### src/rtl/clip_pass_sequencer_pkg.sv
// rtl/clip_pass_sequencer_pkg.sv - shared polygon, clip-side and sequencer state types
package clip_pass_sequencer_pkg;

    localparam int MAX_VERTS = 8;
    localparam int COORD_W   = 12;
    localparam int NV_W      = 4;

    typedef struct packed {
        logic signed [COORD_W-1:0] x;
        logic signed [COORD_W-1:0] y;
    } vertex_t;

    typedef struct packed {
        logic [NV_W-1:0]             num_verts;
        vertex_t [MAX_VERTS-1:0]     verts;
    } polygon2d_t;

    // Pass order is the numeric order of these codes; RIGHT is the last pass.
    typedef enum logic [1:0] {
        SIDE_TOP    = 2'd0,
        SIDE_BOTTOM = 2'd1,
        SIDE_LEFT   = 2'd2,
        SIDE_RIGHT  = 2'd3
    } clip_side_t;

    typedef enum logic [1:0] {
        ST_IDLE   = 2'd0,
        ST_LAUNCH = 2'd1,
        ST_WAIT   = 2'd2,
        ST_OUTPUT = 2'd3
    } clip_seq_state_t;

    // Fewer than three vertices cannot enclose area, so the polygon is culled.
    function automatic logic is_degenerate(input polygon2d_t p);
        return p.num_verts < NV_W'(3);
    endfunction

endpackage

### src/rtl/clip_pass_sequencer.sv
// rtl/clip_pass_sequencer.sv - runs one shared poly_clip engine over TOP, BOTTOM, LEFT, RIGHT in turn
module clip_pass_sequencer
    import clip_pass_sequencer_pkg::*;
#(
    parameter int ENG_TIMEOUT = 64,
    parameter bit SKIP_EMPTY  = 1'b1
) (
    input  logic       clk,
    input  logic       n_rst,
    input  polygon2d_t in_poly,
    input  logic       in_valid,
    output logic       in_ready,
    output logic       eng_start,
    output logic [1:0] eng_side,
    output polygon2d_t eng_poly_in,
    input  logic       eng_done,
    input  polygon2d_t eng_poly_out,
    output polygon2d_t out_poly,
    output logic       out_valid,
    input  logic       out_ready,
    output logic       out_culled,
    output logic       out_err,
    output logic       busy
);

    localparam int                 TIMER_W    = $clog2(ENG_TIMEOUT) + 1;
    localparam logic [TIMER_W-1:0] TIMER_LAST = TIMER_W'(ENG_TIMEOUT - 1);

    clip_seq_state_t     state;
    clip_side_t          side;
    logic [TIMER_W-1:0]  timer;
    polygon2d_t          work;

    // The work register is both the engine operand and the final result.
    assign eng_side    = side;
    assign eng_poly_in = work;
    assign out_poly    = work;

    always_ff @(posedge clk) begin
        if (!n_rst) begin
            state      <= ST_IDLE;
            side       <= SIDE_TOP;
            timer      <= '0;
            work       <= '0;
            in_ready   <= 1'b1;
            eng_start  <= 1'b0;
            out_valid  <= 1'b0;
            out_culled <= 1'b0;
            out_err    <= 1'b0;
            busy       <= 1'b0;
        end else begin
            eng_start <= 1'b0;
            case (state)
                ST_IDLE: begin
                    if (in_valid && in_ready) begin
                        work      <= in_poly;
                        side      <= SIDE_TOP;
                        state     <= ST_LAUNCH;
                        eng_start <= 1'b1;
                        in_ready  <= 1'b0;
                        busy      <= 1'b1;
                    end
                end
                ST_LAUNCH: begin
                    timer <= '0;
                    state <= ST_WAIT;
                end
                ST_WAIT: begin
                    // A done arriving on the timeout cycle still counts as success.
                    if (eng_done) begin
                        work <= eng_poly_out;
                        if (side == SIDE_RIGHT) begin
                            state      <= ST_OUTPUT;
                            out_valid  <= 1'b1;
                            out_culled <= is_degenerate(eng_poly_out);
                        end else if (SKIP_EMPTY && is_degenerate(eng_poly_out)) begin
                            state      <= ST_OUTPUT;
                            out_valid  <= 1'b1;
                            out_culled <= 1'b1;
                        end else begin
                            side      <= clip_side_t'(side + 2'd1);
                            state     <= ST_LAUNCH;
                            eng_start <= 1'b1;
                        end
                    end else begin
                        timer <= timer + TIMER_W'(1);
                        if (timer == TIMER_LAST) begin
                            state          <= ST_OUTPUT;
                            out_valid      <= 1'b1;
                            out_err        <= 1'b1;
                            work.num_verts <= '0;
                        end
                    end
                end
                ST_OUTPUT: begin
                    if (out_ready) begin
                        state      <= ST_IDLE;
                        out_valid  <= 1'b0;
                        out_culled <= 1'b0;
                        out_err    <= 1'b0;
                        in_ready   <= 1'b1;
                        busy       <= 1'b0;
                    end
                end
                default: begin
                    state      <= ST_IDLE;
                    out_valid  <= 1'b0;
                    out_culled <= 1'b0;
                    out_err    <= 1'b0;
                    in_ready   <= 1'b1;
                    busy       <= 1'b0;
                end
            endcase
        end
    end

endmodule

### config.mk
export PLATFORM = sky130hd
export DESIGN_NAME = clip_pass_sequencer
export DESIGN_NICKNAME = d
export VERILOG_FILES = /design/src/rtl/clip_pass_sequencer_pkg.sv /design/src/rtl/clip_pass_sequencer.sv
export SDC_FILE = /design/constraint.sdc
export NUM_CORES = 1
export LEC_CHECK = 0
export CAP_MARGIN = 20
export CORE_AREA = 2 2 315 317
export CTS_CLUSTER_SIZE = 20
export DETAILED_ROUTE_END_ITERATION = 8
export DIE_AREA = 0 0 317 319
export GPL_TIMING_DRIVEN = 0
export MAX_ROUTING_LAYER = met4
export SETUP_SLACK_MARGIN = 0.05
export SYNTH_ARGS = -nofsm -noshare
export SYNTH_HDL_FRONTEND = slang
export SYNTH_SLANG_ARGS = --single-unit
### constraint.sdc
create_clock -name clk -period 3.3 [get_ports clk]
set_input_delay 0.66 -clock clk [delete_from_list [all_inputs] [get_ports clk]]
set_output_delay 0.66 -clock clk [all_outputs]
set_load 0.01 [all_outputs]
---- Word level (Yosys, flattened, before mapping) ----
Cells that the tools add are included.
word-level totals
  flip-flop bits (word level) ............. 213
  input bits .............................. 397
  output and inout bits ................... 400
  logic and storage cells ................. 99
cells by class
  $add $sub $neg .......................... 2
  order comparisons ....................... 1
  equal/unequal tests ..................... 15
  mux-type cells .......................... 40
  reductions and logical operators ........ 15
operators with widths
  cell                 number
  $pmux 196 s2         1
  $mux 196             1
  $mux 192             1
  $mux 2               10
  $mux 1               15
  $ne 2x2->1 const B   7
  $pmux 7 s2           1
  $pmux 1 s2           6
  $reduce_and 3->1     4
  $reduce_and 4->1     3
  $mux 4               2
  $pmux 2 s4           1
  $reduce_bool 2->1    4
  $add 7x1->7 const B  1
  $eq 7x6->1 const B   1
  $mux 7               1
  $eq 2x2->1 const B   3
  $ne 3x3->1 const B   2
  $reduce_and 5->1     1
  $lt 4x2->1 const B   1
  $ne 4x4->1 const B   1
  $pmux 2 s2           1
  $add 2x1->2 const B  1
  $eq 2x1->1 const B   1
  3 further kinds      3

---- Depth between registers and ports, before layout ----
  depth in word-level cells ............... 5
  mapped depth ............................ 8
  gate-level depth less buffers ........... 5

---- Worst setup path after synthesis ----
Ideal clock, no wire load.
  kind .................................... input to register
  start ................................... input eng_poly_out[193] (netlist bit)
  end ..................................... register side[1], in the netlist eng_side[1]
  library setup time ...................... 0.076 ns
  data arrival time ....................... 1.574 ns
  required time ........................... 3.224 ns
  setup slack ............................. 1.651 ns
  stages on the path ...................... 4
  buffers on the path ..................... 0
  cells stage by stage .................... a211oi_2 -> nor3_1 -> or3b_1 -> a21boi_0
on the way
  longest elaborated chain between the ends .. 3
RTL lines
  element                     line                           text
  start: declaration          clip_pass_sequencer.sv:17      input polygon2d_t eng_poly_out,
  $lt 4x2->1                  clip_pass_sequencer_pkg.sv:35  return p.num_verts < NV_W'(3);
  $ne 2x2->1 (no line)        --
  $reduce_and 5->1 (no line)  --
  end signal: assignment      clip_pass_sequencer.sv:81      side <= clip_side_t'(side + 2'd1);
  end: declaration            clip_pass_sequencer.sv:30      clip_side_t side;
No other way between the ends.
A chain may end at the register's enable or synchronous reset.

---- Worst setup path in the final report ----
  start ................................... register work (netlist bit eng_poly_in[130])
  end ..................................... output out_poly[130] (netlist bit)
RTL lines
  element                   line                       text
  start: declaration        clip_pass_sequencer.sv:32  polygon2d_t work;
  start signal: assignment  clip_pass_sequencer.sv:56  work <= in_poly;
  start signal: assignment  clip_pass_sequencer.sv:71  work <= eng_poly_out;
  end: declaration          clip_pass_sequencer.sv:18  output polygon2d_t out_poly,
No word-level cell between the ends.

==> results.ini <==
[synthesis]
synth-seq-cells = 213
yosysMostFrequentCell = nand2_1
synth_top_area_share_pct = 37.8
synthFlopType = dfxtp_1
synthesis.area_mm2 = 0.0113
synth-async-reset-ratio_pct = 0
ys_warn_count = 0
syn_inst = 1392
ys_seq_area_share_pct = 37.8
yosysTopAreaCell = dfxtp_1
synth_common_cells = nand2_1 (396), dfxtp_1 (213), buf_4 (211), nand3_1 (193), o211a_1 (192)
synth_edf_count = 0
avgSynthCellArea_um2 = 8.11
synth_nets = 1791
netlist_top_cells_area = dfxtp_1 (38%), o211a_1 (17%), buf_4 (14%), nand2_1 (13%), nand3_1 (8.6%)
ys_types = 41

[power]
power_leakage_uw = 0.0104
finalPower_uw = 10600
ir_drop_mv = 0.335
p_per_area_mw_per_mm2 = 483

[floorplanning]
dieHeight_um = 319
rows = 115
coreArea_mm2 = 0.0977
design.die.area_mm2 = 0.101
initial_utilization_pct = 11.5
io_pins = 797
die_w_um = 317

[global_route]
grtUsageTotal_pct = 15.5
first_global_vias = 12800
overflow = 0
grt_max_degree = 13
antenna_found_initial = 17
grt_pass1_wl_um = 105000

[routing]
vias = 13200
drtIter0Drc = 760
drt-wirelength-per-cell_um = 22.9
drt_wl_total_um = 80900
postRouteAntennaNets = 0
viasPerCell = 3.72
drc = 0
firstDrtPassIters = 5

[sta]
report.final.slew_viol_count = 0
tns_ns = 0
min_period_ns = 2.63
max_freq_mhz = 380
tightest_slew_ns = 1.03
rsz0062_at_grt = false
slew_headroom_pct = 31.3
finalHoldViolations = 0
setup_violations = 0
post-route-period-util_pct = 79.7
fin_worst_skew_ns = 0.0133

[finish]
final_cell_area_mm2 = 0.0218
nFillCells = 10900
final_nets = 2616
seq_area_mm2 = 0.00426
utilization_pct = 22.4
multi_input_area_mm2 = 0.00497
area_delta_synth_final_pct = 93.6
drive_gt1_share_pct = 14.6

[clock_tree]
cts_tree = yes
cts-root-buf = clkbuf_16
ctsHoldBuffers = 0
clk_pin_slew_ns = 0.06
htreeDepth = 1
cts.sinks = 213
worstSkewPairLatency_ns = 0.60
clockBufferDepth = 3
cts.repair.resized = 0
post-cts-setup-buffers = 0
cts_buffers = 26

[outcome]
status = completed

[job]
drv_cap = 0

[placed_design]
dp_hpwl_um = 68700
gp_congestion = 0.908
placed_cell_area_mm2 = 0.0209
io_buffers = 795

[worst_setup_path]
cp.required_ns = 2.64
path_class = reg2out
crit_path_max_fanout = 3
end_kind = primary output
cp_data_arrival_time_ns = 1.97
cp-start-kind = flop

[worst_hold_path]
hp-class = in2reg

## registers in the layout, indices dropped and copies added (netlist names)
| signal | flops |
|---|---|
| out_valid | 1 |
| eng_start | 1 |
| out_culled | 1 |
| state | 2 |
| eng_poly_in | 196 |
| busy | 1 |
| eng_side | 2 |
| timer | 7 |
| out_err | 1 |
| in_ready | 1 |
## logic make-up (layout without fill, tap and decap cells)
group / count (synthesis) / count (layout) / synth area share (%)
XOR/XNOR: 4 / 4 / 0.310
AND/OR/NAND/NOR: 628 / 628 / 24.0
adder cells (fa/ha/maj): 2 / 2 / 0.222
AO/OA/AOI/OAI: 226 / 226 / 19.0
other: 0 / 14 / 0
buffers and inverters: 314 / 1159 / 18.2
multiplexers: 5 / 5 / 0.444
flip-flops: 213 / 213 / 37.8
## critical path, stage by stage (launching register included)
cell             delay, ns
dfxtp_1               0.50
buf_4                 0.17
clkdlybuf4s50_1       0.71
## where the power goes
part,total [uW],switching [uW],internal [uW]
Combinational,4070,1840,2230
Clock,3180,1260,1920
Sequential,3310,407,2910
## layout by cell type, fill, tap and decap left out, drive strengths merged, types with 2 or more instances in the layout
cell type,count
diode,14
clkinv,4
o21ai,13
nand3b,3
bufinv,3
and3b,2
nor3,2
o211a,192
mux2i,5
xor2,4
nor2,7
a21oi,6
nand2,396
clkdlybuf4s50,795
dfxtp,213
buf,280
nand3,193
o2111ai,3
inv,3
ha,2
nor2b,2
nand2b,2
and3,7
o21a,2
clkbuf,73
and2,6
o211ai,2
nand4,2
a21boi,2
o31ai,2
## layer usage
layer  up-vias  global-route usage, %  routed length, um
met3        71                   3.75               6290
li1       6249                      -                  -
met5         -                      -                  0
met2       599                   25.1              37300
met4         0                   2.81               1740
met1      6241                   19.5              35500
## through the flow
stage | setup slack [ns] | cells | hold WS (ns)
detailed placement | 0.229 | 3476 | 0.461
finish | 0.670 | 3538 | 0.468
floorplan | 1.65 | 1392 | 0.453
global placement | 0.242 | 3474 | 0.451
global route | 0.563 | 3533 | 0.489
CTS | 0.500 | 3524 | 0.418
## area by class of cell
| cell class | count | area share (%) |
|---|---|---|
| inverters | 3 | 0.0515 |
| flip-flops and latches | 213 | 19.5 |
| repair buffers | 797 | 36.6 |
| multi-input cells | 865 | 22.7 |
| plain buffers | 311 | 9.35 |
| well taps | 1287 | 7.37 |
| clock inverters | 8 | 0.538 |
| diodes | 14 | 0.160 |
| clock buffers | 40 | 3.73 |
## path summary, 6_finish.rpt
kind,startpoint,end,slack (ns),cells after the start
setup reg to reg,state[0],eng_poly_in[153],0.92,7
setup / recovery,eng_poly_in[130],out_poly[130],0.67,2
hold reg to reg,out_err,out_err,0.47,1
hold / removal,n_rst,state[1],0.47,3
(Power assumes the default switching activity.)
